### src/rtl/door_interlock_ctrl_if.sv
// door_interlock_ctrl_if: signal bundle between the mantrap controller and its environment.
//   door_sw   [1:0]  raw door limit switches (1 = door open)
//   req       [1:0]  raw entry request buttons (1 = pressed)
//   emergency        raw emergency release (1 = active)
//   alarm_clr        synchronous clear of the alarm state
//   pos1/pos2        servo pulse-width commands in clk counts
//   locked    [1:0]  1 = door commanded locked
//   state     [2:0]  current controller state code
//   alarm            high while in the alarm state
// master drives the raw inputs and observes the commands; slave is the controller.
interface door_interlock_ctrl_if #(
    parameter int POS_W = 18
);
    logic [1:0]       door_sw;
    logic [1:0]       req;
    logic             emergency;
    logic             alarm_clr;
    logic [POS_W-1:0] pos1;
    logic [POS_W-1:0] pos2;
    logic [1:0]       locked;
    logic [2:0]       state;
    logic             alarm;

    modport master (
        output door_sw, req, emergency, alarm_clr,
        input  pos1, pos2, locked, state, alarm
    );

    modport slave (
        input  door_sw, req, emergency, alarm_clr,
        output pos1, pos2, locked, state, alarm
    );
endinterface

### src/rtl/door_interlock_ctrl.sv
// door_interlock_ctrl: two-door mantrap interlock; at most one door unlocked at a time.
//   clk          system clock
//   rst          asynchronous active-high reset
//   bus (slave)  door_sw/req/emergency/alarm_clr in; pos1/pos2/locked/state/alarm out
// Door switches and requests are synchronized and debounced, emergency is only
// synchronized. Requests are captured into pending bits and granted round-robin.
module door_interlock_ctrl #(
    parameter int DEB_CYCLES = 120000,
    parameter int UNLOCK_TO  = 60000000,
    parameter int SETTLE_CYC = 6000000,
    parameter int POS_OPEN   = 27000,
    parameter int POS_LOCK   = 77000,
    parameter int POS_W      = 18
) (
    input logic clk,
    input logic rst,
    door_interlock_ctrl_if.slave bus
);
    typedef enum logic [2:0] {
        IDLE    = 3'd0,
        UNLOCK1 = 3'd1,
        OPEN1   = 3'd2,
        UNLOCK2 = 3'd3,
        OPEN2   = 3'd4,
        SETTLE  = 3'd5,
        ALARM   = 3'd6,
        EMERG   = 3'd7
    } state_t;

    localparam int CW = $clog2(DEB_CYCLES + 1);

    state_t           state, state_n;
    logic [3:0]       sync1, sync2;
    logic             emg_s1, emg_s2;
    logic [3:0]       deb, deb_nx;
    logic [CW-1:0]    cnt [4];
    logic [1:0]       door_db, req_rise, pending, pend_n;
    logic             last_served;
    logic [31:0]      timer;
    logic             forced, pick2, enter_u1, enter_u2, open1, open2;
    logic [POS_W-1:0] pos1_q, pos2_q;
    logic [1:0]       locked_q;
    logic             alarm_q;

    // Bits [1:0] are the door switches, bits [3:2] the request buttons.
    always_ff @(posedge clk or posedge rst) begin
        if (rst) begin
            sync1  <= '0;
            sync2  <= '0;
            emg_s1 <= 1'b0;
            emg_s2 <= 1'b0;
        end else begin
            sync1  <= {bus.req, bus.door_sw};
            sync2  <= sync1;
            emg_s1 <= bus.emergency;
            emg_s2 <= emg_s1;
        end
    end

    // The FSM consumes the debouncer's next value so it reacts on the same
    // edge the debounced register changes.
    always_comb begin
        for (int i = 0; i < 4; i++)
            deb_nx[i] = (sync2[i] != deb[i] && cnt[i] == CW'(DEB_CYCLES - 1)) ? sync2[i] : deb[i];
    end

    always_ff @(posedge clk or posedge rst) begin
        if (rst) begin
            deb <= '0;
            for (int i = 0; i < 4; i++) cnt[i] <= '0;
        end else begin
            deb <= deb_nx;
            for (int i = 0; i < 4; i++)
                cnt[i] <= (sync2[i] == deb[i] || deb_nx[i] != deb[i]) ? '0 : cnt[i] + 1'b1;
        end
    end

    assign door_db  = deb_nx[1:0];
    assign req_rise = deb_nx[3:2] & ~deb[3:2];

    // A door open outside its own grant window is a forced entry.
    assign forced = (door_db[0] && state != UNLOCK1 && state != OPEN1) ||
                    (door_db[1] && state != UNLOCK2 && state != OPEN2);
    // Door 2 wins when it is the only request, or on a tie when door 1 was served last.
    assign pick2  = pending[1] && (!pending[0] || !last_served);

    always_comb begin
        state_n = state;
        if (emg_s2) state_n = EMERG;
        else if (state == EMERG) state_n = IDLE;
        else if (forced) state_n = ALARM;
        else begin
            case (state)
                IDLE:    if (pending != 2'b00 && door_db == 2'b00) state_n = pick2 ? UNLOCK2 : UNLOCK1;
                UNLOCK1: state_n = door_db[0] ? OPEN1 : (timer == 32'(UNLOCK_TO - 1) ? IDLE : UNLOCK1);
                OPEN1:   state_n = door_db[0] ? OPEN1 : SETTLE;
                UNLOCK2: state_n = door_db[1] ? OPEN2 : (timer == 32'(UNLOCK_TO - 1) ? IDLE : UNLOCK2);
                OPEN2:   state_n = door_db[1] ? OPEN2 : SETTLE;
                SETTLE:  state_n = (timer == 32'(SETTLE_CYC - 1)) ? IDLE : SETTLE;
                ALARM:   state_n = (bus.alarm_clr && door_db == 2'b00) ? IDLE : ALARM;
                default: state_n = state;
            endcase
        end
    end

    assign enter_u1 = state_n == UNLOCK1 && state != UNLOCK1;
    assign enter_u2 = state_n == UNLOCK2 && state != UNLOCK2;
    assign open1    = state_n == UNLOCK1 || state_n == OPEN1 || state_n == EMERG;
    assign open2    = state_n == UNLOCK2 || state_n == OPEN2 || state_n == EMERG;
    assign pend_n   = (state_n == EMERG) ? 2'b00 :
                      (pending | (state != EMERG ? req_rise : 2'b00)) & ~{enter_u2, enter_u1};

    always_ff @(posedge clk or posedge rst) begin
        if (rst) begin
            state       <= IDLE;
            timer       <= '0;
            pending     <= '0;
            last_served <= 1'b1;
            pos1_q      <= POS_W'(POS_LOCK);
            pos2_q      <= POS_W'(POS_LOCK);
            locked_q    <= 2'b11;
            alarm_q     <= 1'b0;
        end else begin
            state       <= state_n;
            timer       <= (state_n != state) ? '0 :
                           (state == UNLOCK1 || state == UNLOCK2 || state == SETTLE) ? timer + 32'd1 : timer;
            pending     <= pend_n;
            last_served <= enter_u2 ? 1'b1 : (enter_u1 ? 1'b0 : last_served);
            pos1_q      <= open1 ? POS_W'(POS_OPEN) : POS_W'(POS_LOCK);
            pos2_q      <= open2 ? POS_W'(POS_OPEN) : POS_W'(POS_LOCK);
            locked_q    <= {~open2, ~open1};
            alarm_q     <= state_n == ALARM;
        end
    end

    assign bus.pos1   = pos1_q;
    assign bus.pos2   = pos2_q;
    assign bus.locked = locked_q;
    assign bus.state  = state;
    assign bus.alarm  = alarm_q;
endmodule

### src/flat_wrapper.sv
// flat-port wrapper written by rule: the top's interface ports become plain ports
module door_interlock_ctrl_flat 
#(
    parameter int DEB_CYCLES = 120000,
    parameter int UNLOCK_TO  = 60000000,
    parameter int SETTLE_CYC = 6000000,
    parameter int POS_OPEN   = 27000,
    parameter int POS_LOCK   = 77000,
    parameter int POS_W      = 18
)
  (clk, rst, bus_door_sw, bus_req, bus_emergency, bus_alarm_clr, bus_pos1, bus_pos2, bus_locked, bus_state, bus_alarm);
  door_interlock_ctrl_if #(.POS_W(POS_W)) bus_i ();
  input logic clk;
  input logic rst;
  input wire logic [$bits(bus_i.door_sw)-1:0] bus_door_sw;
  input wire logic [$bits(bus_i.req)-1:0] bus_req;
  input wire logic [$bits(bus_i.emergency)-1:0] bus_emergency;
  input wire logic [$bits(bus_i.alarm_clr)-1:0] bus_alarm_clr;
  output wire logic [$bits(bus_i.pos1)-1:0] bus_pos1;
  output wire logic [$bits(bus_i.pos2)-1:0] bus_pos2;
  output wire logic [$bits(bus_i.locked)-1:0] bus_locked;
  output wire logic [$bits(bus_i.state)-1:0] bus_state;
  output wire logic [$bits(bus_i.alarm)-1:0] bus_alarm;
  assign bus_i.door_sw = bus_door_sw;
  assign bus_i.req = bus_req;
  assign bus_i.emergency = bus_emergency;
  assign bus_i.alarm_clr = bus_alarm_clr;
  assign bus_pos1 = bus_i.pos1;
  assign bus_pos2 = bus_i.pos2;
  assign bus_locked = bus_i.locked;
  assign bus_state = bus_i.state;
  assign bus_alarm = bus_i.alarm;
  door_interlock_ctrl #(.DEB_CYCLES(DEB_CYCLES), .UNLOCK_TO(UNLOCK_TO), .SETTLE_CYC(SETTLE_CYC), .POS_OPEN(POS_OPEN), .POS_LOCK(POS_LOCK), .POS_W(POS_W)) u_core (.clk(clk), .rst(rst), .bus(bus_i));
endmodule
### config.mk
export PLATFORM = sky130hd
export DESIGN_NAME = door_interlock_ctrl_flat
export DESIGN_NICKNAME = d
export VERILOG_FILES = /design/src/rtl/door_interlock_ctrl_if.sv /design/src/rtl/door_interlock_ctrl.sv /design/src/flat_wrapper.sv
export SDC_FILE = /design/constraint.sdc
export NUM_CORES = 1
export LEC_CHECK = 0
export BUFFER_PORTS_ARGS = -buffer_cell sky130_fd_sc_hd__buf_2
export CELL_PAD_IN_SITES_DETAIL_PLACEMENT = 0
export CELL_PAD_IN_SITES_GLOBAL_PLACEMENT = 2
export CORE_ASPECT_RATIO = 1.5
export CORE_MARGIN = 2
export CORE_UTILIZATION = 30
export DETAILED_ROUTE_END_ITERATION = 10
export GPL_ROUTABILITY_DRIVEN = 0
export MAX_ROUTING_LAYER = met4
export PLACE_DENSITY_LB_ADDON = 0.25
export RECOVER_POWER = 25
export SYNTH_ARGS = -nofsm -noshare
export SYNTH_HDL_FRONTEND = slang
export SYNTH_SLANG_ARGS = --single-unit
### constraint.sdc
create_clock -name clk -period 4.3 [get_ports clk]
set_clock_uncertainty 0.1 [all_clocks]
set_input_delay 0.215 -clock clk [delete_from_list [all_inputs] [get_ports clk]]
set_output_delay 0.215 -clock clk [all_outputs]
set_load 0.03 [all_outputs]
Word-level counts from Yosys, hierarchy flattened:

Index checks and enable logic that the tools add are counted.

* add/sub/neg operators: 5
* magnitude comparators: 0
* reduce and logical (&&, ||, !) cells: 32
* muxes and demuxes: 30
* bitwise operators: 7
* equal/unequal tests: 37
* shift-type cells: 0
* div/mod/pow operators: 0
* multipliers: 0

Operator list (number)
* 17-bit two-way mux: 6
* 17-bit by 1-bit adder with 17-bit output, second input constant: 4
* 17-bit equality test, second input constant: 4
* 32-bit two-way mux: 2
* 32-bit by 1-bit adder with 32-bit output, second input constant: 1
* 32-bit by 23-bit equality test with 1-bit output, second input constant: 1
* 32-bit by 26-bit equality test with 1-bit output, second input constant: 1
* 3-bit two-way mux: 9
* 3-bit equality test, second input constant: 7
* 3-bit case mux with 7 select lines: 1
* 1-bit logical AND: 13
* 3-bit by 2-bit equality test with 1-bit output, second input constant: 4
* 1-bit logical OR: 12
* 1-bit two-way mux: 8
* 2-bit two-way mux: 4
* 1-bit != test: 8
* 3-bit by 1-bit equality test with 1-bit output, second input constant: 2
* 3-bit by 2-bit != test with 1-bit output, second input constant: 2
* 3-bit != test, second input constant: 2
* 2-bit nonzero test: 3
* 2-bit AND: 2
* 1-bit equality test: 4
* 2-bit inverter: 2
* 3-bit logical NOT: 1
* 6 further kinds: 8

* bits in read-only memories: 0
* logic and storage cells: 128
* flip-flop bits (word level): 159
* memories: 0
* input port bits: 8
* bits in latches: 0
* RAM bits: 0
* output and inout bits: 42

Depth between registers and ports, before layout:

Gate-level depths: netlist (run 1).

* word-level depth: 15
* gate-level depth with buffers: 11

Worst setup path after synthesis (run 1):

Ideal clock, no wire load.

* path kind: register to register
* from: reg u_core.cnt[43] (netlist name)
* to: reg u_core.pos2_q[14], in the netlist u_core.bus.pos2[14]
* path buffers: 0
* cell stages (with the launch flop): 10
* period minus slack after synthesis: 3.084 ns
* arrival time: 2.852 ns
* path slack: 1.216 ns
* cells stage by stage: dfrtp_1 -> or4b_4 -> o41a_1 -> a21oi_2 -> inv_1 -> a221o_1 -> a211oi_2 -> nand2b_1 -> nor3_1 -> or3_1

* word-level cells in the longest chain between the ends: 14

Ends and longest elaborated chain
* start: declaration: RTL line door_interlock_ctrl.sv:36 `logic [CW-1:0] cnt [4];`
* start signal: indexed assignment: RTL line door_interlock_ctrl.sv:74 `cnt[i] <= (sync2[i] == deb[i] || deb_nx[i] != deb[i]) ? '0 : cnt[i] + 1'b1;`
* 17-bit equality test *: RTL line door_interlock_ctrl.sv:64 `deb_nx[i] = (sync2[i] != deb[i] && cnt[i] == CW'(DEB_CYCLES - 1)) ? sync2[i] : deb[i];`
* 1-bit logical AND *: RTL line door_interlock_ctrl.sv:64
* 1-bit two-way mux *: RTL line door_interlock_ctrl.sv:64
* net u_core.deb_nx[1]: RTL line door_interlock_ctrl.sv:35 `logic [3:0] deb, deb_nx;`
* 2-bit logical NOT: RTL line door_interlock_ctrl.sv:94, door_interlock_ctrl.sv:100
* 1-bit logical AND (on tied branches): RTL line door_interlock_ctrl.sv:94, door_interlock_ctrl.sv:100
* 3-bit two-way mux (on tied branches): RTL line door_interlock_ctrl.sv:94, door_interlock_ctrl.sv:100
* 3-bit case mux with 7 select lines: RTL line door_interlock_ctrl.sv:93 `case (state)`
* 3-bit two-way mux *: RTL line door_interlock_ctrl.sv:91 `else if (forced) state_n = ALARM;`
* 3-bit two-way mux *: RTL line door_interlock_ctrl.sv:90 `else if (state == EMERG) state_n = IDLE;`
* 3-bit two-way mux *: RTL line door_interlock_ctrl.sv:89 `if (emg_s2) state_n = EMERG;`
* 3-bit by 2-bit equality test with 1-bit output / 3-bit equality test (equally long branches): RTL line door_interlock_ctrl.sv:109 `assign open2 = state_n == UNLOCK2 || state_n == OPEN2 || state_n == EMERG;`
* 1-bit logical OR: RTL line door_interlock_ctrl.sv:109
* 1-bit logical OR *: RTL line door_interlock_ctrl.sv:109
* net u_core.open2: RTL line door_interlock_ctrl.sv:40 `logic forced, pick2, enter_u1, enter_u2, open1, open2;`
* 17-bit two-way mux *: RTL line door_interlock_ctrl.sv:130 `pos2_q <= open2 ? POS_W'(POS_OPEN) : POS_W'(POS_LOCK);`
* end signal: assignment: RTL line door_interlock_ctrl.sv:120 `pos2_q <= POS_W'(POS_LOCK);`
* end signal: assignment: RTL line door_interlock_ctrl.sv:130
* end: declaration: RTL line door_interlock_ctrl.sv:41 `logic [POS_W-1:0] pos1_q, pos2_q;`

The timed path passes the listed nets; every way through them passes the cells marked *.
A chain may end at the register's enable or synchronous reset.

Worst setup path after layout (run 1):

* from: reg u_core.cnt[43] (netlist name)
* to: reg u_core.timer[15]

* word-level cells in the longest chain between the ends: 12

Ends and longest elaborated chain
* 17-bit equality test *: RTL line door_interlock_ctrl.sv:64
* 1-bit logical AND *: RTL line door_interlock_ctrl.sv:64
* 1-bit two-way mux *: RTL line door_interlock_ctrl.sv:64
* 2-bit logical NOT: RTL line door_interlock_ctrl.sv:94 `IDLE: if (pending != 2'b00 && door_db == 2'b00) state_n = pick2 ? UNLOCK2 : UNLOCK1;`
* 1-bit logical AND: RTL line door_interlock_ctrl.sv:94
* 3-bit two-way mux: RTL line door_interlock_ctrl.sv:94
* 3-bit case mux with 7 select lines: RTL line door_interlock_ctrl.sv:93
* 3-bit two-way mux *: RTL line door_interlock_ctrl.sv:91
* 3-bit two-way mux *: RTL line door_interlock_ctrl.sv:90
* 3-bit two-way mux *: RTL line door_interlock_ctrl.sv:89
* net u_core.state_n[0]: RTL line door_interlock_ctrl.sv:32 `state_t state, state_n;`
* 3-bit != test *: RTL line door_interlock_ctrl.sv:125 `timer <= (state_n != state) ? '0 :`
* 32-bit two-way mux / 2-bit nonzero test (equally long branches)
* end signal: assignment: RTL line door_interlock_ctrl.sv:125
* end: declaration: RTL line door_interlock_ctrl.sv:39 `logic [31:0] timer;`

Marked as above.

==> results_dict.tcl, run 1 <==
set metrics [dict create \
    status "finished, violations left" \
    violations "max-capacitance violations, max-slew violations" \
    power_density_nw_per_um2 508.9 \
    start_kind "flop" \
    grt_usage 0.1389 \
    crit_cells 8 \
    final_cells 997 \
    io_buffer_count 27 \
    std_cell_rows 66 \
    synth_edf_count 0 \
    cts_root_buf "clkbuf_16" \
    die_w_um 125.5 \
    design.portCount 50 \
    synth_cell_type_count 59 \
    synth_warnings 0 \
    die-height_um 186.2 \
    critical_path.top_delay_family "compound AO/OA/AOI/OAI gates" \
    wl_per_cell_um 14.97 \
    cts_tree "done" \
    crit_type "reg2reg" \
    grt_pass1_vias 5082 \
    routed_via_density 4.953 \
    rr_worst_depth 8 \
    routed_wl_mm 14.93 \
    core-area_um2 21720 \
    clock_latency_ns 0.42 \
    crit_path_cell_trace "or4b_4 -> o41a_1 -> a2111oi_0 -> a221oi_1 -> a32oi_2 -> or2_1 -> a211o_4 -> a21oi_1" \
    cts_max_level 4 \
    reg2reg_to "u_core.timer[15]" \
    route.detailed.drc 0 \
    ys_seq_area_frac 0.4717 \
    cts_buffer_depth 2 \
    dp.cells 959 \
    drive_above_1_share 0.1076 \
    fmax_mhz 276.7 \
    setup_violations 0 \
    synth_top_cell_by_area "dfrtp_1" \
    p_leak_nw 3.241 \
    dr_total_vias 4938 \
    synthCells 691 \
    postCtsSetupBuffers 0 \
    synth_area_leaders "dfrtp_1, xor2_1, xnor2_1" \
    total_power_mw 3.824 \
    dr.pass1.iters 4 \
    rsz0062_at_grt "false" \
    grt_pass1_wl_mm 25.37 \
    startpoint "u_core.cnt[43]" \
    synth-main-ff-cell "dfrtp_1" \
    slew_headroom -0.7107 \
    slowest_stage "or4b_4" \
    yosysMostFrequentCell "dfrtp_1" \
    nets 727 \
    start_util 0.3057 \
    cap_violations 1 \
    dp_hpwl_mm 9.875 \
    async_flop_share 1.000 \
    final_util 0.3460 \
    timing.rr.start "u_core.cnt[43]" \
    slew_violations 69 \
    syn_area_um2 6639 \
    ff2ff_setup_slack_ns 0.69 \
    overflow 0 \
    slowest_delay_ns 0.60 \
    final_hold_viol_count 0 \
    finalSetupTns_ns 0 \
    die_area_um2 23360 \
    drt_iter0_markers 270 \
    grt_max_degree 69 \
    worstPathArrival_ns 3.79 \
    antenna_found_initial 0 \
    clock-sinks 125 \
    cts_inserted_buffers 17 \
    fin_crit_sh 0.8404 \
    synth_top_area_frac 0.4599 \
    critPathRequiredTime_ns 4.48 \
    ant_nets 0 \
    diodes 0 \
    peakVddDrop_v 0.0002870 \
    endpoint "u_core.timer[15]" \
    path_clk_slew_ns 0.06 \
    crit_fanout 32 \
    cp-end-kind "flop" \
    hold_path_class "reg2reg" \
    area_growth_pct 13.19 \
    ys_ff_latch 125 \
    netlist_top_cells_count "dfrtp_1, nor2_1, nand3_1, xor2_1, xnor2_1" \
    synth_area_per_cell_um2 9.608 \
    period_needed_ns 3.614 \
    critPathBufInv 0 \
    tightest_slew_ns 2.563 \
]
==> flip-flops by register name, indices dropped and copies added (netlist names), 2 cells and up <==
name              count
u_core.cnt           68
u_core.timer         32
u_core.deb            4
u_core.sync1          4
u_core.sync2          4
u_core.bus.state      3
u_core.bus.pos2       2
u_core.pending        2
==> worst min path at each step <==
stage | endpoint | slack [ns] | cells past startpoint | start
floorplan | u_core.emg_s1 | 0.15 | 0 | bus_emergency
global placement | u_core.emg_s1 | 0.22 | 1 | bus_emergency
detailed placement | u_core.emg_s1 | 0.22 | 1 | bus_emergency
CTS | u_core.sync2[2] | 0.25 | 0 | u_core.sync1[2]
global route | u_core.sync2[2] | 0.26 | 0 | u_core.sync1[2]
finish | u_core.sync2[2] | 0.25 | 0 | u_core.sync1[2]
==> timing repair <==
item	CTS	global route
gates resized for setup	0	0
hold buffers	6	0
endpoints found under the hold margin	69	0
==> cells in the final DEF, fill, tap and decap left out, types with 4 or more instances in the layout <==
| cell | instances |
|---|---|
| clkbuf_1 | 9 |
| nand2_1 | 41 |
| and3_1 | 24 |
| or2_2 | 5 |
| inv_6 | 4 |
| clkbuf_16 | 17 |
| nand4b_1 | 4 |
| nor2_1 | 80 |
| conb_1 | 22 |
| buf_4 | 6 |
| nand4_1 | 18 |
| a21oi_1 | 40 |
| dlygate4sd3_1 | 6 |
| xor2_1 | 49 |
| and2_1 | 9 |
| nor4_1 | 6 |
| and4_1 | 10 |
| ha_1 | 7 |
| nand3_1 | 70 |
| or3_1 | 10 |
| buf_2 | 18 |
| nor3_1 | 13 |
| xnor2_1 | 42 |
| inv_1 | 14 |
| o211ai_1 | 4 |
| o21ai_0 | 11 |
| a211oi_1 | 5 |
| dfrtp_1 | 122 |
==> power by group <==
group | internal, mW | switching [mW] | total (mW) | leakage [nW]
Sequential | 1.24 | 0.0975 | 1.34 | 1.69
Combinational | 0.274 | 0.742 | 1.02 | 1.27
Clock | 0.882 | 0.588 | 1.47 | 0.288
==> per-layer routing <==
layer | track usage | part of all wire
met5 | - | 0
met4 | 0.05822 | 0.017
met3 | 0.02517 | 0.021
met2 | 0.2452 | 0.54
met1 | 0.1547 | 0.42
==> per-stage QoR <==
step	hold WS [ns]	instance area [um^2]	worst slack, ns
2_1_floorplan	0.1464	6714	0.6624
3_3_place_gp	0.2234	6870	0.7791
3_5_place_dp	0.2243	6870	0.6930
4_1_cts	0.2450	7528	0.6576
5_1_grt	0.2628	7515	0.4573
6_report	0.2465	7515	0.6863
==> area by class of cell <==
class                   instances  area, um^2
fillers                      2249       14200
well taps                     272       340.3
flip-flops and latches        125        3132
repair buffers                 39       229.0
multi-input cells             515        3163
inverters                      14       52.55
clock buffers                  18       439.2
clock inverters                14       158.9
==> cell families (layout without fill, tap and decap cells) <==
kind of cell	Yosys count	in the layout	share of synthesized area
AOI/OAI and AO/OA	83	83	0.08142
xor gates and xnor gates	91	91	0.1201
adders and majority gates	7	7	0.01319
buffers and inverters	71	85	0.06389
DFF	125	125	0.4717
muxes	3	3	0.005088
other	2	22	0.001131
and+or+nand+nor	309	309	0.2435
No activity file was read; power rests on OpenSTA's default activity.
==> run 2, diff against run 1 <==
Clock period 4.3 ns to 3.2 ns, I/O delays scaled along.
==> results_dict.tcl, run 2 (synthesis gave the netlist of run 1 again) <==
set metrics [dict create \
    final_hold_viol_count 0 \
    tightest_slew_ns 1.326 \
    diodes 0 \
    finalSetupTns_ns -0.04661 \
    clock_latency_ns 0.43 \
    io_buffer_count 27 \
    antenna_found_initial 0 \
    dpl_cell_area_um2 7192 \
    nets 777 \
    crit_path_cell_trace "or4b_4 -> o41a_1 -> buf_6 -> a211oi_2 -> o221ai_2 -> nor2_2 -> nand3_2 -> a211o_4 -> a21oi_1" \
    violations "negative setup slack" \
    critPathRequiredTime_ns 3.44 \
    rsz0062_at_grt "true" \
    cts_root_buf "clkbuf_16" \
    mostFrequentLayoutCells "dfrtp_1, nor2_1, nand3_1" \
    drive_above_1_share 0.2297 \
    grt_usage 0.1447 \
    core-area_um2 21720 \
    largest_reg_flops 68 \
    drt_iter0_markers 167 \
    ff2ff_setup_slack_ns -0.01 \
    start_kind "flop" \
    holdWs_ns 0.2028 \
    peakVddDrop_v 0.0003884 \
    final_cell_area_um2 8272 \
    start_util 0.3057 \
    routed_wl_mm 16.57 \
    power_density_nw_per_um2 711.5 \
    slowest_stage "or4b_4" \
    layout_setup_ws_ns -0.01076 \
    slew_headroom 0.1160 \
    fmax_mhz 311.5 \
    area_growth_pct 24.59 \
    routed_via_density 5.011 \
    setup_violations 10 \
    grt_max_degree 93 \
    crit_type "reg2reg" \
    grt_pass1_vias 5359 \
    std_cell_rows 66 \
    die-height_um 186.2 \
    route.detailed.drc 0 \
    timing.rr.start "u_core.cnt[47]" \
    cap_violations 0 \
    dr_total_vias 5246 \
    wl_per_cell_um 15.83 \
    fillers 2187 \
    final_util 0.3809 \
    multi_input_area_um2 3452 \
    cts_inserted_buffers 17 \
    status "finished, violations left" \
    dr.pass1.iters 4 \
    fin_crit_sh 1.003 \
    crit_fanout 16 \
    ant_nets 0 \
    worstPathArrival_ns 3.46 \
    cts_buffer_depth 2 \
    seq_area_um2 3132 \
    rr_worst_depth 9 \
    dp_hpwl_mm 10.42 \
    hold_path_class "in2async" \
    largest-register "u_core.cnt" \
    design.portCount 50 \
    grt_pass1_wl_mm 26.52 \
    clock-sinks 125 \
    p_leak_nw 3.583 \
    die_w_um 125.5 \
    period_needed_ns 3.211 \
    reg.largest.list "u_core.cnt (68), u_core.timer (32)" \
    cp-end-kind "flop" \
    overflow 0 \
    cts_max_level 4 \
    reg2reg_to "u_core.timer[23]" \
    slowest_delay_ns 0.56 \
    slew_violations 0 \
    path_clk_slew_ns 0.07 \
    final_common_cell "dfrtp_1" \
    cts_tree "done" \
    die_area_um2 23360 \
]
[run 2: cell count changes in the layout (fill, tap and decap cells not counted), sizes merged]
| cell | previous run | this run |
|---|---|---|
| buf | 24 | 77 |
| clkbuf | 27 | 21 |
| a211o | 2 | 4 |
| bufinv | 2 | 3 |
[run 2: repair_timing]
action                                  CTS  global route
endpoints found under the setup margin   36            39
hold buffers                              6             0
pin swaps                                 3            30
cloned                                    0             3
gates resized for setup                   7            51
hold endpoints to repair                 38             0
buffers inserted                          1            10
[run 2: critical path: cells and delay by family, from the launching register on]
kind	cells	cell delay (ns)
flops	1	0.38
simple gates	3	0.92
buf+inv	1	0.16
compound gates	5	1.57
[run 2: area by class of cell]
cell class,instances,area share
clock inverter,15,0.02420
tap,272,0.04114
inverter,14,0.006504
sequential,125,0.3786
timing repair buffer,87,0.08077
multi-input combinational,517,0.4173
clock buffer,17,0.05143
[run 2: routing by layer]
layer	global-route usage	part of all wire
met5	-	0
met4	0.06356	0.021
met3	0.03204	0.022
met2	0.2621	0.55
met1	0.1509	0.41
[run 2: per-stage QoR]
stage | std cells | power [mW] | setup slack [ns]
after floorplan | 711 | 2.964 | 0.1163
after global placement | 995 | 3.421 | -0.01434
after detailed placement | 995 | 3.420 | -0.08189
after CTS | 1034 | 5.579 | -0.02480
after global routing | 1047 | 6.164 | -0.1219
final | 1047 | 5.886 | -0.01076
[run 2: worst max-delay path by stage]
stage	start	end	cells past startpoint
2_1_floorplan	u_core.cnt[43]	u_core.bus.pos2[14]	9
3_3_place_gp	u_core.cnt[43]	u_core.last_served	8
3_5_place_dp	u_core.cnt[43]	u_core.pending[1]	8
4_1_cts	u_core.cnt[43]	u_core.timer[27]	10
5_1_grt	u_core.cnt[47]	u_core.timer[27]	12
6_report	u_core.cnt[47]	u_core.timer[23]	9
[run 2: power breakdown]
group / switching, mW / internal (mW)
Sequential: 0.114 / 1.67
Combinational: 1.30 / 0.745
Clock: 0.809 / 1.25
Total: 2.22 / 3.67
